## src/rtl/vga_pkg.sv

```systemverilog
// Shared VGA definitions: default bus widths, layer mode encodings and the
// timing bundle passed between the draw_* stages and the layer mixer.
package vga_pkg;

  // Default widths used by the draw pipeline.
  localparam int VGA_CNT_W   = 12;
  localparam int VGA_COLOR_W = 12;

  // Per-layer compositing modes.
  localparam logic [1:0] MODE_OFF    = 2'b00;
  localparam logic [1:0] MODE_OPAQUE = 2'b01;
  localparam logic [1:0] MODE_BLEND  = 2'b10;
  localparam logic [1:0] MODE_BLINK  = 2'b11;

  // Timing bundle that travels alongside the pixel data.
  typedef struct packed {
    logic [VGA_CNT_W-1:0] hcount;
    logic [VGA_CNT_W-1:0] vcount;
    logic                 hsync;
    logic                 vsync;
    logic                 hblnk;
    logic                 vblnk;
  } vga_timing_t;

  // True when the pixel lies in either blanking interval.
  function automatic logic timing_blank(input vga_timing_t t);
    return t.hblnk | t.vblnk;
  endfunction

endpackage

```

## src/rtl/vga_layer_op.sv

```systemverilog
// Single-layer combine step of the compositor (purely combinational).
//   acc         : colour accumulated from the layers below
//   pix         : this layer's pixel
//   mode        : this layer's active mode (OFF / OPAQUE / BLEND / BLINK)
//   blink_phase : 1 = blinking layers are visible
//   acc_next    : accumulator handed to the layer above
module vga_layer_op
  import vga_pkg::*;
#(
  parameter int                 COLOR_W = VGA_COLOR_W,
  parameter logic [COLOR_W-1:0] KEY     = {COLOR_W{1'b0}}
) (
  input  logic [COLOR_W-1:0] acc,
  input  logic [COLOR_W-1:0] pix,
  input  logic [1:0]         mode,
  input  logic               blink_phase,
  output logic [COLOR_W-1:0] acc_next
);

  localparam int CH_W = COLOR_W / 3;

  logic [COLOR_W-1:0] blend_s;
  logic               visible_s;

  // Floored average of two channels; the extra sum bit keeps the carry.
  function automatic logic [CH_W-1:0] avg_ch(input logic [CH_W-1:0] a,
                                              input logic [CH_W-1:0] b);
    logic [CH_W:0] sum;
    sum = {1'b0, a} + {1'b0, b};
    return sum[CH_W:1];
  endfunction

  assign visible_s = (pix != KEY);

  for (genvar c = 0; c < 3; c++) begin : g_ch
    assign blend_s[c*CH_W +: CH_W] = avg_ch(acc[c*CH_W +: CH_W], pix[c*CH_W +: CH_W]);
  end

  // Select the accumulator update for this layer; keyed pixels pass acc through.
  always_comb begin
    acc_next = acc;
    if (visible_s) begin
      case (mode)
        MODE_OFF:    acc_next = acc;
        MODE_OPAQUE: acc_next = pix;
        MODE_BLEND:  acc_next = blend_s;
        MODE_BLINK: begin
          if (blink_phase) begin
            acc_next = pix;
          end else begin
            acc_next = acc;
          end
        end
        default:     acc_next = acc;
      endcase
    end else begin
      acc_next = acc;
    end
  end

endmodule

```

## src/rtl/vga_layer_mixer.sv

```systemverilog
// N-layer pixel compositor with frame-synchronous mode switching and blink.
// Two-stage pipeline: stage 1 registers inputs and flags the vsync rising
// edge, stage 2 registers the folded pixel and the delayed timing.
// Ports:
//   pclk, rst           : pixel clock, asynchronous active-low reset
//   hcount_in..vblnk_in : input timing bundle
//   rgb_in              : LAYERS pixels, layer k at [k*COLOR_W +: COLOR_W]
//   layer_mode_in       : requested mode per layer, layer k at [2k +: 2]
//   *_out               : timing delayed by 2 cycles, composited rgb_out
//   frame_tick_out      : one-cycle pulse with the rising edge of vsync_out
module vga_layer_mixer
  import vga_pkg::*;
#(
  parameter int                  LAYERS       = 4,
  parameter int                  COLOR_W      = VGA_COLOR_W,
  parameter int                  CNT_W        = VGA_CNT_W,
  parameter logic [COLOR_W-1:0]  KEY          = {COLOR_W{1'b0}},
  parameter int                  BLINK_FRAMES = 30,
  parameter logic [2*LAYERS-1:0] RESET_MODE   = {LAYERS{2'b01}}
) (
  input  logic                        pclk,
  input  logic                        rst,
  input  logic [CNT_W-1:0]            hcount_in,
  input  logic [CNT_W-1:0]            vcount_in,
  input  logic                        hsync_in,
  input  logic                        vsync_in,
  input  logic                        hblnk_in,
  input  logic                        vblnk_in,
  input  logic [LAYERS*COLOR_W-1:0]   rgb_in,
  input  logic [2*LAYERS-1:0]         layer_mode_in,
  output logic [CNT_W-1:0]            hcount_out,
  output logic [CNT_W-1:0]            vcount_out,
  output logic                        hsync_out,
  output logic                        vsync_out,
  output logic                        hblnk_out,
  output logic                        vblnk_out,
  output logic [COLOR_W-1:0]          rgb_out,
  output logic                        frame_tick_out
);

  localparam int FC_W = (BLINK_FRAMES > 1) ? $clog2(BLINK_FRAMES) : 1;
  localparam logic [FC_W-1:0] FC_LAST = FC_W'(BLINK_FRAMES - 1);

  if (COLOR_W % 3 != 0) begin : g_err_color
    $error("vga_layer_mixer: COLOR_W must be a multiple of 3");
  end
  if (LAYERS < 1) begin : g_err_layers
    $error("vga_layer_mixer: LAYERS must be at least 1");
  end
  if (BLINK_FRAMES < 1) begin : g_err_blink
    $error("vga_layer_mixer: BLINK_FRAMES must be at least 1");
  end
  // The shared timing bundle has fixed-width counters.
  if (CNT_W != VGA_CNT_W) begin : g_err_cnt
    $error("vga_layer_mixer: CNT_W must match the vga_pkg timing bundle");
  end

  vga_timing_t                tim_in_s;
  vga_timing_t                tim1_r;
  logic [LAYERS*COLOR_W-1:0]  rgb1_r;
  logic [2*LAYERS-1:0]        mode_req1_r;
  logic [2*LAYERS-1:0]        mode_r;
  logic                       edge1_r;
  logic                       vsync_d_r;
  logic                       edge_s;
  logic                       blink_phase_r;
  logic [FC_W-1:0]            frame_cnt_r;
  logic [COLOR_W-1:0]         acc_s [LAYERS+1];
  logic [COLOR_W-1:0]         pix_s;

  assign tim_in_s = {hcount_in, vcount_in, hsync_in, vsync_in, hblnk_in, vblnk_in};
  assign edge_s   = vsync_in & ~vsync_d_r;

  // Stage 1: register inputs, requested modes and the vsync rising-edge flag.
  always_ff @(posedge pclk or negedge rst) begin
    if (!rst) begin
      tim1_r      <= '0;
      rgb1_r      <= {(LAYERS*COLOR_W){1'b0}};
      mode_req1_r <= {(2*LAYERS){1'b0}};
      edge1_r     <= 1'b0;
      vsync_d_r   <= 1'b0;
    end else begin
      tim1_r      <= tim_in_s;
      rgb1_r      <= rgb_in;
      mode_req1_r <= layer_mode_in;
      edge1_r     <= edge_s;
      vsync_d_r   <= vsync_in;
    end
  end

  // Active modes and blink phase change together, only when the edge pixel
  // is in stage 1, so the edge pixel itself still uses the old settings.
  always_ff @(posedge pclk or negedge rst) begin
    if (!rst) begin
      mode_r        <= RESET_MODE;
      frame_cnt_r   <= {FC_W{1'b0}};
      blink_phase_r <= 1'b1;
    end else if (edge1_r) begin
      mode_r <= mode_req1_r;
      if (frame_cnt_r == FC_LAST) begin
        frame_cnt_r   <= {FC_W{1'b0}};
        blink_phase_r <= ~blink_phase_r;
      end else begin
        frame_cnt_r <= frame_cnt_r + {{(FC_W-1){1'b0}}, 1'b1};
      end
    end
  end

  // Bottom-up fold: layer 0 sees an empty (zero) accumulator.
  assign acc_s[0] = {COLOR_W{1'b0}};

  for (genvar k = 0; k < LAYERS; k++) begin : g_layer
    vga_layer_op #(
      .COLOR_W (COLOR_W),
      .KEY     (KEY)
    ) u_op (
      .acc         (acc_s[k]),
      .pix         (rgb1_r[k*COLOR_W +: COLOR_W]),
      .mode        (mode_r[2*k +: 2]),
      .blink_phase (blink_phase_r),
      .acc_next    (acc_s[k+1])
    );
  end

  // Force black during blanking regardless of the layer contents.
  always_comb begin
    pix_s = acc_s[LAYERS];
    if (timing_blank(tim1_r)) begin
      pix_s = {COLOR_W{1'b0}};
    end else begin
      pix_s = acc_s[LAYERS];
    end
  end

  // Stage 2: registered outputs.
  always_ff @(posedge pclk or negedge rst) begin
    if (!rst) begin
      hcount_out     <= {CNT_W{1'b0}};
      vcount_out     <= {CNT_W{1'b0}};
      hsync_out      <= 1'b0;
      vsync_out      <= 1'b0;
      hblnk_out      <= 1'b0;
      vblnk_out      <= 1'b0;
      rgb_out        <= {COLOR_W{1'b0}};
      frame_tick_out <= 1'b0;
    end else begin
      hcount_out     <= tim1_r.hcount;
      vcount_out     <= tim1_r.vcount;
      hsync_out      <= tim1_r.hsync;
      vsync_out      <= tim1_r.vsync;
      hblnk_out      <= tim1_r.hblnk;
      vblnk_out      <= tim1_r.vblnk;
      rgb_out        <= pix_s;
      frame_tick_out <= edge1_r;
    end
  end

endmodule

```

## config.mk

```make
export PLATFORM = sky130hd
export DESIGN_NAME = vga_layer_mixer
export DESIGN_NICKNAME = d
export VERILOG_FILES = /design/src/rtl/vga_pkg.sv /design/src/rtl/vga_layer_op.sv /design/src/rtl/vga_layer_mixer.sv
export SDC_FILE = /design/constraint.sdc
export NUM_CORES = 1
export LEC_CHECK = 0
export BUFFER_PORTS_ARGS = -buffer_cell sky130_fd_sc_hd__buf_4
export CAP_MARGIN = 20
export CORE_MARGIN = 2
export CORE_UTILIZATION = 36
export CTS_CLUSTER_DIAMETER = 50
export DETAILED_ROUTE_END_ITERATION = 8
export GPL_ROUTABILITY_DRIVEN = 0
export PLACE_DENSITY = 0.58
export RECOVER_POWER = 50
export SYNTH_ARGS = -nofsm -noshare
export SYNTH_HDL_FRONTEND = slang
export SYNTH_SLANG_ARGS = --single-unit
```

## constraint.sdc

```tcl
create_clock -name pclk -period 8.8 [get_ports pclk]
set_input_delay 0.88 -clock pclk [delete_from_list [all_inputs] [get_ports pclk]]
set_output_delay 0.88 -clock pclk [all_outputs]
set_load 0.01 [all_outputs]
```

== Word level (Yosys, flattened, before mapping) ==
Index checks and enable logic that the tools add are counted.
Widths: inputs -> output; s select.

* Add/sub/neg operators: 10
* Equal/unequal tests: 13
* Mux-type cells: 14
* Bitwise logic cells: 4
* Reductions and logical operators: 9

{| class="wikitable"
|+ Operator list
! kind !! number
|-
| $pmux 12 s4 || 4
|-
| $mux 12 || 9
|-
| $reduce_bool 12->1 || 4
|-
| $add 4x4->5 || 9
|-
| $eq 2x2->1 const B || 8
|-
| $eq 2x1->1 const B || 4
|-
| $logic_not 2->1 || 4
|-
| $add 5x1->5 const B || 1
|-
| $eq 5x5->1 const B || 1
|-
| $mux 5 || 1
|-
| $not 1->1 || 2
|-
| $reduce_and 2->1 || 1
|-
| $and 1x1->1 || 1
|-
| $or 1x1->1 || 1
|}

* Register bits: 140
* Input port bits: 86
* Output and inout bits: 41
* Word-level logic and storage cells: 70

== Depth between registers and ports, before layout ==
Gate-level depths: netlist of the first run.

* Depth in word-level cells: 13
* Mapped depth: 26
* Depth with buffers taken out: 25

== Hierarchy ==
Synthesis of the first run repeated with hierarchy kept, for this count alone.

* Cells, all modules: 500
* Area total of the unflattened synthesis: 6422.4 um^2

{| class="wikitable"
|+ By module, submodules not included
! module !! times used !! cells each !! area each (um^2) !! sequential area each (um^2)
|-
| vga_layer_mixer || 1 || 188 || 3875.0 || 3509.6
|-
| vga_layer_op || 4 || 78 || 636.9 || 0.0
|}

== Worst setup path before layout of the first run ==
No wires, ideal clock.

* Kind: register to register
* Start point: reg blink_phase_r
* End point: reg rgb_out[10]
* Setup time: 0.127 ns
* Arrival: 4.598 ns
* Data required time: 8.673 ns
* Path slack: 4.075 ns
* Stages on the path, launching flop included: 22
* Buffers on the path: 1
* Clock period less this slack: 4.725 ns
* Path through: dfstp_2 -> nand2b_1 -> and2_1 -> clkbuf_1 -> a22oi_1 -> fa_1 -> inv_1 -> a32oi_1 -> o22a_1 -> and2b_2 -> fa_1 -> a21o_1 -> a21oi_1 -> o21ai_0 -> a22o_1 -> ha_1 -> nor3b_1 -> nor3_1 -> a21oi_1 -> a221o_2 -> o22ai_1 -> a31oi_1

* Cells in the longest elaborated chain, start to end: 13
* Elaborated cells on any way between the ends: 16
* Those cells by class: 3 x add/sub; 13 x mux

{| class="wikitable"
|+ Ends and longest elaborated chain
! what !! line !! RTL
|-
| start, declared || vga_layer_mixer.sv:66 || <nowiki>logic blink_phase_r;</nowiki>
|-
| start signal, assigned || vga_layer_mixer.sv:102 || <nowiki>blink_phase_r <= ~blink_phase_r;</nowiki>
|-
| $mux 12 || vga_layer_op.sv:48 || <nowiki>if (blink_phase) begin</nowiki>
|-
| $pmux 12 s4 || vga_layer_op.sv:43 || <nowiki>case (mode)</nowiki>
|-
| $mux 12 || vga_layer_op.sv:42 || <nowiki>if (visible_s) begin</nowiki>
|-
| $add 4x4->5 / $mux 12 (equally long branches) || vga_layer_op.sv:29, vga_layer_op.sv:48 ||
|-
| $pmux 12 s4 || vga_layer_op.sv:43 ||
|-
| $mux 12 || vga_layer_op.sv:42 ||
|-
| $add 4x4->5 / $mux 12 (equally long branches) || vga_layer_op.sv:29, vga_layer_op.sv:48 ||
|-
| $pmux 12 s4 || vga_layer_op.sv:43 ||
|-
| $mux 12 || vga_layer_op.sv:42 ||
|-
| $add 4x4->5 / $mux 12 (equally long branches) || vga_layer_op.sv:29, vga_layer_op.sv:48 ||
|-
| $pmux 12 s4 || vga_layer_op.sv:43 ||
|-
| $mux 12 (*) || vga_layer_op.sv:42 ||
|-
| $mux 12 (*) || vga_layer_mixer.sv:128 || <nowiki>if (timing_blank(tim1_r)) begin</nowiki>
|-
| net pix_s[10] || vga_layer_mixer.sv:69 || <nowiki>logic [COLOR_W-1:0] pix_s;</nowiki>
|-
| end signal, assigned || vga_layer_mixer.sv:144 || <nowiki>rgb_out <= {COLOR_W{1'b0}};</nowiki>
|-
| end signal, assigned || vga_layer_mixer.sv:153 || <nowiki>rgb_out <= pix_s;</nowiki>
|-
| end, declared || vga_layer_mixer.sv:37 || <nowiki>output logic [COLOR_W-1:0] rgb_out,</nowiki>
|}

The timed path passes the listed nets; every way through them passes the cells marked *.
A chain may end at the register's enable or synchronous reset.

== Worst setup path in the final report of the first run ==
* Start point: reg blink_phase_r
* End point: reg rgb_out[11]

Same word-level chain as after synthesis.

==> results of run 1 <==
-- layout make-up --
type                    instances  area [um2]
well taps                     225         282
flip-flops and latches        140        3510
multi-input cells             367        2660
fillers                      1613        9310
clock buffers                  18         439
clock inverters                14         125
repair buffers                127         942
inverters                      25        93.8
-- critical path, stage by stage, from the launching register on --
cell and delay [ps]:
dfstp_2 680, nand2b_1 310, and2_1 360, a22oi_1 220, fa_1 590, inv_1 40, a32oi_1 230, o22a_1 250
and2b_2 240, fa_1 430, xor2_1 170, a22oi_1 70, o21ai_0 340, inv_1 120, fa_1 460, nor2b_1 110
o21ai_0 80, a21oi_1 160, a21oi_1 70, nand2_1 100, a21oi_1 80, a311oi_1 320
-- report_power, final --
part	switching (mW)	internal, mW	leakage, nW
sequential	0.0483	0.694	1.66
combinational	0.269	0.208	1.71
clock	0.305	0.380	0.284
total	0.622	1.28	3.66
-- cells by family after synthesis --
family	after synthesis
adder cells (fa/ha/maj)	38
XOR/XNOR	14
AO/OA/AOI/OAI	172
multiplexers	11
flip-flops	140
buffers and inverters	48
AND/OR/NAND/NOR	132
-- routing by layer --
metal	GRT usage [%]	part of all wire [%]
met5	0	0
met4	8.42	2.3
met3	5.30	7.3
met2	27.1	49
met1	21.7	41
-- sequential cells by signal (all words and copies together), names as in the netlist --
| register | count |
|---|---|
| hcount_out | 12 |
| rgb1_r | 48 |
| tim1_r | 27 |
| frame_tick_out | 1 |
| hblnk_out | 1 |
| vcount_out | 12 |
| vblnk_out | 1 |
| frame_cnt_r | 5 |
| rgb_out | 12 |
| hsync_out | 1 |
| blink_phase_r | 1 |
| edge1_r | 1 |
| mode_r | 8 |
| vsync_d_r | 1 |
| vsync_out | 1 |
| mode_req1_r | 8 |
-- cells in the final DEF (no fill, tap or decap), drive strengths merged, types with 4 or more instances in the layout --
cell | Yosys | final
nand3 | 11 | 11
a31oi | 7 | 7
nor2 | 27 | 27
o21ai | 40 | 40
dfstp | 5 | 5
dfrtp | 135 | 135
a21oi | 42 | 42
xor2 | 6 | 6
a22o | 6 | 6
xnor2 | 8 | 8
nor2b | 18 | 18
mux2 | 9 | 9
and2 | 5 | 5
fa | 9 | 9
a22oi | 18 | 18
clkbuf | 13 | 103
o21a | 5 | 5
nor3 | 5 | 5
nor4 | 10 | 10
a32oi | 10 | 10
buf | 10 | 42
inv | 25 | 35
a311oi | 4 | 4
nand2b | 13 | 13
a211oi | 4 | 4
clkinv | 0 | 4
ha | 29 | 29
a21o | 4 | 4
nand2 | 28 | 28
and3 | 4 | 4
o22ai | 8 | 8
-- through the flow --
stage	area (um2)	hold WS (ps)	worst slack (ps)
final	8050	348	3250
after CTS	8070	350	3390
after global routing	8050	354	2840
after detailed placement	7500	335	3400
after floorplan	6420	331	4080
after global placement	7500	331	3500
-- how the worst min path moves through the flow --
stage / from / to / slack (ps)
2_1_floorplan: tim1_r[16]$_DFF_PN0_ / hcount_out[0]$_DFF_PN0_ / 330
3_3_place_gp: tim1_r[26]$_DFF_PN0_ / hcount_out[10]$_DFF_PN0_ / 330
3_5_place_dp: tim1_r[3]$_DFF_PN0_ / hsync_out$_DFF_PN0_ / 330
4_1_cts: tim1_r[22]$_DFF_PN0_ / hcount_out[6]$_DFF_PN0_ / 350
5_1_grt: tim1_r[22]$_DFF_PN0_ / hcount_out[6]$_DFF_PN0_ / 350
6_report: tim1_r[3]$_DFF_PN0_ / hsync_out$_DFF_PN0_ / 350
==> reports/results.ini, run 1 <==
[logic_synthesis]
muxShareOfSynthArea_pct=1.89
yosysSeqAreaShare_pct=54.7
synthTopCellsByCount=135 x dfrtp_1, 42 x a21oi_1, 38 x o21ai_0, 29 x ha_1, 28 x nand2_1
synth_cells=555
synth_top_area_share_pct=52.7
synth_enable_flop_cells=0
synth_top_family_by_area=compound AO/OA/AOI/OAI gates
synth-seq-cells=140
synth-compound-area-share_pct=17.7
synth.most_common_cell=dfrtp_1
yosysTopAreaCell=dfrtp_1
synthAdderAreaFrac_pct=8.46
async_flop_share_pct=100
synth-simple-area-share_pct=11.5
synth.area.top_cells=dfrtp_1 53%, ha_1 5.7%, a21oi_1 3.3%, o21ai_0 3.0%, fa_1 2.8%
synth_xor_area_share_pct=1.91
ys_dominant_reg_cell=dfrtp_1
syn_area_um2=6420
yosys_warnings=0
yosysUniqueCellTypes=68
synth_nets=679
syn-mean-instance-area_um2=11.6

[cts]
cts_buffers=17
clock_latency_ps=430
post_cts_buffers=0
cts-htree-levels=4
postCtsResizedCells=0
cts_tree=done
clock_path_buffers=2
path_clk_slew_ps=70
cts_sinks=140
hold_buffers=0
cts_root_buf=clkbuf_16

[route]
drt-initial-drc-count=384
drtAntennaViolNets=0
viasPerCell=5.39
route.detailed.drc=0
dr.pass1.iters=6
drt_wl_total_um=15700
avgRoutedWirePerCell_um=17.1
num_vias=4936

[floorplanning]
core_area_um2=17400
die_area_um2=18900
dieHeight_um=138
fp.dieW_um=138
initial_core_util_pct=37.0
io_pins=127
fp-row-count=48

[global_routing]
grt_max_degree=86
grt_overflow_total=0
grt_pass1_vias=5003
grtUsageTotal_pct=17.3
grt_pass1_wl_um=24700
antenna_found_initial=0

[setup_path]
cp.required_ps=9120
crit_end=rgb_out[11]$_DFF_PN0_
arrival_ps=5870
path_max_fanout=12
r2r-end=rgb_out[11]$_DFF_PN0_
cp-startpoint=blink_phase_r$_DFFE_PN1P_
reg2reg_slack_ps=3250
r2r_start=blink_phase_r$_DFFE_PN1P_
path_class=reg -> reg
end_kind=register
r2r_cells=21
start_kind=register

[timing]
maxSlewViolCount=86
rsz0062_at_grt=no
tightest_slew_ps=4370
fmax_mhz=180
fin_crit_sh_pct=63.1
fin_tns_setup_ps=0
relSlewSlack_pct=-191
final.setup_skew_ps=10.1
finalSetupViolations=0
hold_viol=0
min_period_ps=5550

[worst_hold_path]
holdPathStages=0
hp-class=reg -> reg

[final_layout]
drive_gt1_share_pct=27.1
synthToLayoutAreaGrowth_pct=25.5
diodes=0
nNetsFinal=802
fin_cells=916
post-route-util_pct=46.4

[run]
max-cap-violations=1

[place]
port_buffers=126
placedCellCount=884
dp.final_hpwl_um=11500

[power_and_ir_drop]
leakage_nw=3.66
irDropWorstVdd_mv=0.146
power.density_nw_per_um2=237
p_total_mw=1.90

[outcome]
status=complete, but fails checks
violations=capacitance limit, slew limit

Power figures use the tool's default switching activity.
==> run 2, diff against run 1 <==
ABC_AREA = 1   (was unset)
PLACE_DENSITY = 0.6   (was 0.58)
clock period = 4.9 ns   (was 8.8 ns; I/O delays follow)
==> reports/results.ini, run 2 <==
[timing]
maxSlewViolCount=99  ; +15%
relSlewSlack_pct=-58.6  ; +130 points
fmax_mhz=228  ; +27%
hold_ws_ps=191  ; -157 ps
hold_viol=0  ; unchanged
tightest_slew_ps=2380  ; -1990 ps
final.setup_skew_ps=16.4  ; +6.32 ps
fin_tns_setup_ps=0  ; unchanged
min_period_ps=4380  ; -1170 ps
fin_crit_sh_pct=89.4  ; +26 points
finalSetupViolations=0  ; unchanged
rsz0062_at_grt=no

[route]
drtAntennaViolNets=0  ; unchanged
route.detailed.drc=0  ; unchanged
num_vias=5245  ; +6.3%
viasPerCell=4.84  ; -10%
drt-initial-drc-count=364  ; -5.2%
drt_wl_total_um=15400  ; -1.7%
dr.pass1.iters=5  ; -1
avgRoutedWirePerCell_um=14.2  ; -17%

[floorplanning]
io_pins=127  ; unchanged
fp.dieW_um=139  ; +0.88%
fp-row-count=49  ; +2.1%
core_area_um2=17900  ; +3.1%
dieHeight_um=139  ; +0.88%
initial_core_util_pct=36.5  ; -0.48 points
die_area_um2=19200  ; +1.8%

[logic_synthesis]
synth_enable_flop_cells=0  ; unchanged
synth.most_common_cell=nand2_1
synth_nets=832  ; +23%
yosysUniqueCellTypes=40  ; -41%
yosys_warnings=0  ; unchanged
syn-mean-instance-area_um2=9.23  ; -20%
yosysSeqAreaShare_pct=53.7  ; -0.97 points
synth-seq-cells=140  ; unchanged
async_flop_share_pct=100  ; unchanged
synthTopCellsByCount=141 x nand2_1, 135 x dfrtp_1, 91 x inv_1, 62 x a21oi_1, 50 x o21ai_0
synth_cells=708  ; +28%
yosysTopAreaCell=dfrtp_1
ys_dominant_reg_cell=dfrtp_1
synth.area.top_cells=dfrtp_1 52%, nand2_1 8.1%, ha_1 5.6%, inv_1 5.2%, a21oi_1 4.8%
syn_area_um2=6530  ; +1.8%
synth_top_area_share_pct=51.7  ; -0.94 points

[global_routing]
grt_overflow_total=0  ; unchanged
grt_pass1_vias=5189  ; +3.7%
antenna_found_initial=0  ; unchanged
grt_pass1_wl_um=25800  ; +4.5%
grtUsageTotal_pct=16.8  ; -0.51 points
grt_max_degree=99  ; +15%

[place]
port_buffers=126  ; unchanged
dp.final_hpwl_um=11100  ; -3.1%

[run]
max-cap-violations=1  ; unchanged

[final_layout]
layout_commonest_cell=nand2_1
final_cell_mix=141 x nand2_1, 135 x dfrtp_1, 91 x inv_1, 84 x clkbuf_4, 62 x a21oi_1
top_register=rgb1_r
diodes=0  ; unchanged
post-route-util_pct=46.5  ; +0.17 points
top_regs=rgb1_r: 48 flops, tim1_r: 27 flops
synthToLayoutAreaGrowth_pct=27.6
largest_register_ffs=48  ; unchanged
nNetsFinal=967  ; +21%
drive_gt1_share_pct=23.3  ; -3.8 points

[outcome]
status=complete, but fails checks
violations=capacitance limit, slew limit

[cts]
cts_tree=done
post_cts_buffers=0  ; unchanged
cts-htree-levels=4  ; unchanged
path_clk_slew_ps=70  ; about the same
cts_root_buf=clkbuf_16
clock_path_buffers=2  ; unchanged
clock_latency_ps=420  ; about the same
cts_buffers=17  ; unchanged
cts_sinks=140  ; unchanged

[worst_hold_path]
hold_end=tim1_r[21]$_DFF_PN0_
hp-class=in -> reg
hp-start=hcount_in[5]
holdPathStages=1  ; +1

[power_and_ir_drop]
power.density_nw_per_um2=411  ; +74%
leakage_nw=4.20  ; +15%
irDropWorstVdd_mv=0.233  ; +60%

[setup_path]
r2r_start=blink_phase_r$_DFFE_PN1P_
path_max_fanout=17  ; +5
path_class=reg -> reg
start_kind=register
reg2reg_slack_ps=520  ; -2730 ps
r2r-end=rgb_out[7]$_DFF_PN0_
r2r_cells=24  ; +14%
cp.required_ps=5210  ; -3910 ps
arrival_ps=4690  ; -1180 ps
end_kind=register

## run 2: routing by layer
metal  vias to the layer above  routed length [um]  share of wire [%]  track usage [%]
met5                         -                   0                  0                0
met4                         0                 266                1.7             5.64
met3                        22                 906                5.9             4.14
met2                       173                7320                 48             27.4
met1                      2464                6910                 45             22.1
li1                       2586                   -                  -                -
## run 2: through the flow
step | total power, mW | cell area [um2] | setup slack (ps) | std cells
final | 3.42 | 8330 | 520 | 1084
after detailed placement | 2.12 | 7720 | 478 | 1053
after global routing | 3.64 | 8330 | 9.63 | 1084
after global placement | 2.11 | 7720 | 526 | 1053
after CTS | 3.47 | 8330 | 450 | 1084
after floorplan | 1.86 | 6530 | 850 | 708
## run 2: final cells by class
| class | count | area (um2) |
|---|---|---|
| fillers | 1762 | 9570 |
| flip-flops and latches | 140 | 3510 |
| multi-input cells | 456 | 2590 |
| repair buffers | 128 | 958 |
| well taps | 229 | 287 |
| clock inverters | 13 | 180 |
| clock buffers | 18 | 429 |
| inverters | 100 | 378 |
## run 2: timing repair
action                                  CTS  global route
endpoints found under the setup margin    0             1
gates resized for setup                   0             1
hold buffers                              0             0
## run 2: worst max-delay path, stage by stage, from the launching register on
cell and delay [ps]:
dfstp_2 550, inv_4 100, nand2_4 100, nand2_4 100, o22ai_2 170, inv_1 90, fa_1 410, nand2_1 80
nand3_1 70, o21ai_0 90, nand2_1 70, nand2_1 110, inv_1 90, fa_1 410, nor2_1 150, nor2_1 50
a211oi_1 280, a22oi_2 140, fa_1 450, a21oi_1 160, nor2_1 50, o21ai_0 150, o211ai_1 120, o21ai_0 210
a21oi_1 80
## run 2: cell families (layout without fill, tap and decap cells)
family | Yosys count | count (layout) | synth area share [%]
and+or+nand+nor | 267 | 267 | 18.0
AOI/OAI and AO/OA | 150 | 150 | 13.1
DFF | 140 | 140 | 53.7
buffers and inverters | 112 | 259 | 6.70
adders and majority gates | 38 | 38 | 8.31
xor gates and xnor gates | 1 | 1 | 0.134
## run 2: worst max-delay path by stage
stage	startpoint	endpoint	slack, ps	cells past startpoint
after floorplan	blink_phase_r$_DFFE_PN1P_	rgb_out[9]$_DFF_PN0_	850	25
after global placement	blink_phase_r$_DFFE_PN1P_	rgb_out[11]$_DFF_PN0_	530	28
after detailed placement	blink_phase_r$_DFFE_PN1P_	rgb_out[11]$_DFF_PN0_	480	28
after CTS	blink_phase_r$_DFFE_PN1P_	rgb_out[11]$_DFF_PN0_	450	28
after global routing	blink_phase_r$_DFFE_PN1P_	rgb_out[11]$_DFF_PN0_	10	26
final	blink_phase_r$_DFFE_PN1P_	rgb_out[7]$_DFF_PN0_	520	24
## run 2: where the power goes
group | internal (mW) | total [mW] | switching, mW | leakage, nW
logic | 0.297 | 0.780 | 0.483 | 2.25
clock network | 0.812 | 1.33 | 0.518 | 0.292
registers | 1.25 | 1.31 | 0.0665 | 1.66
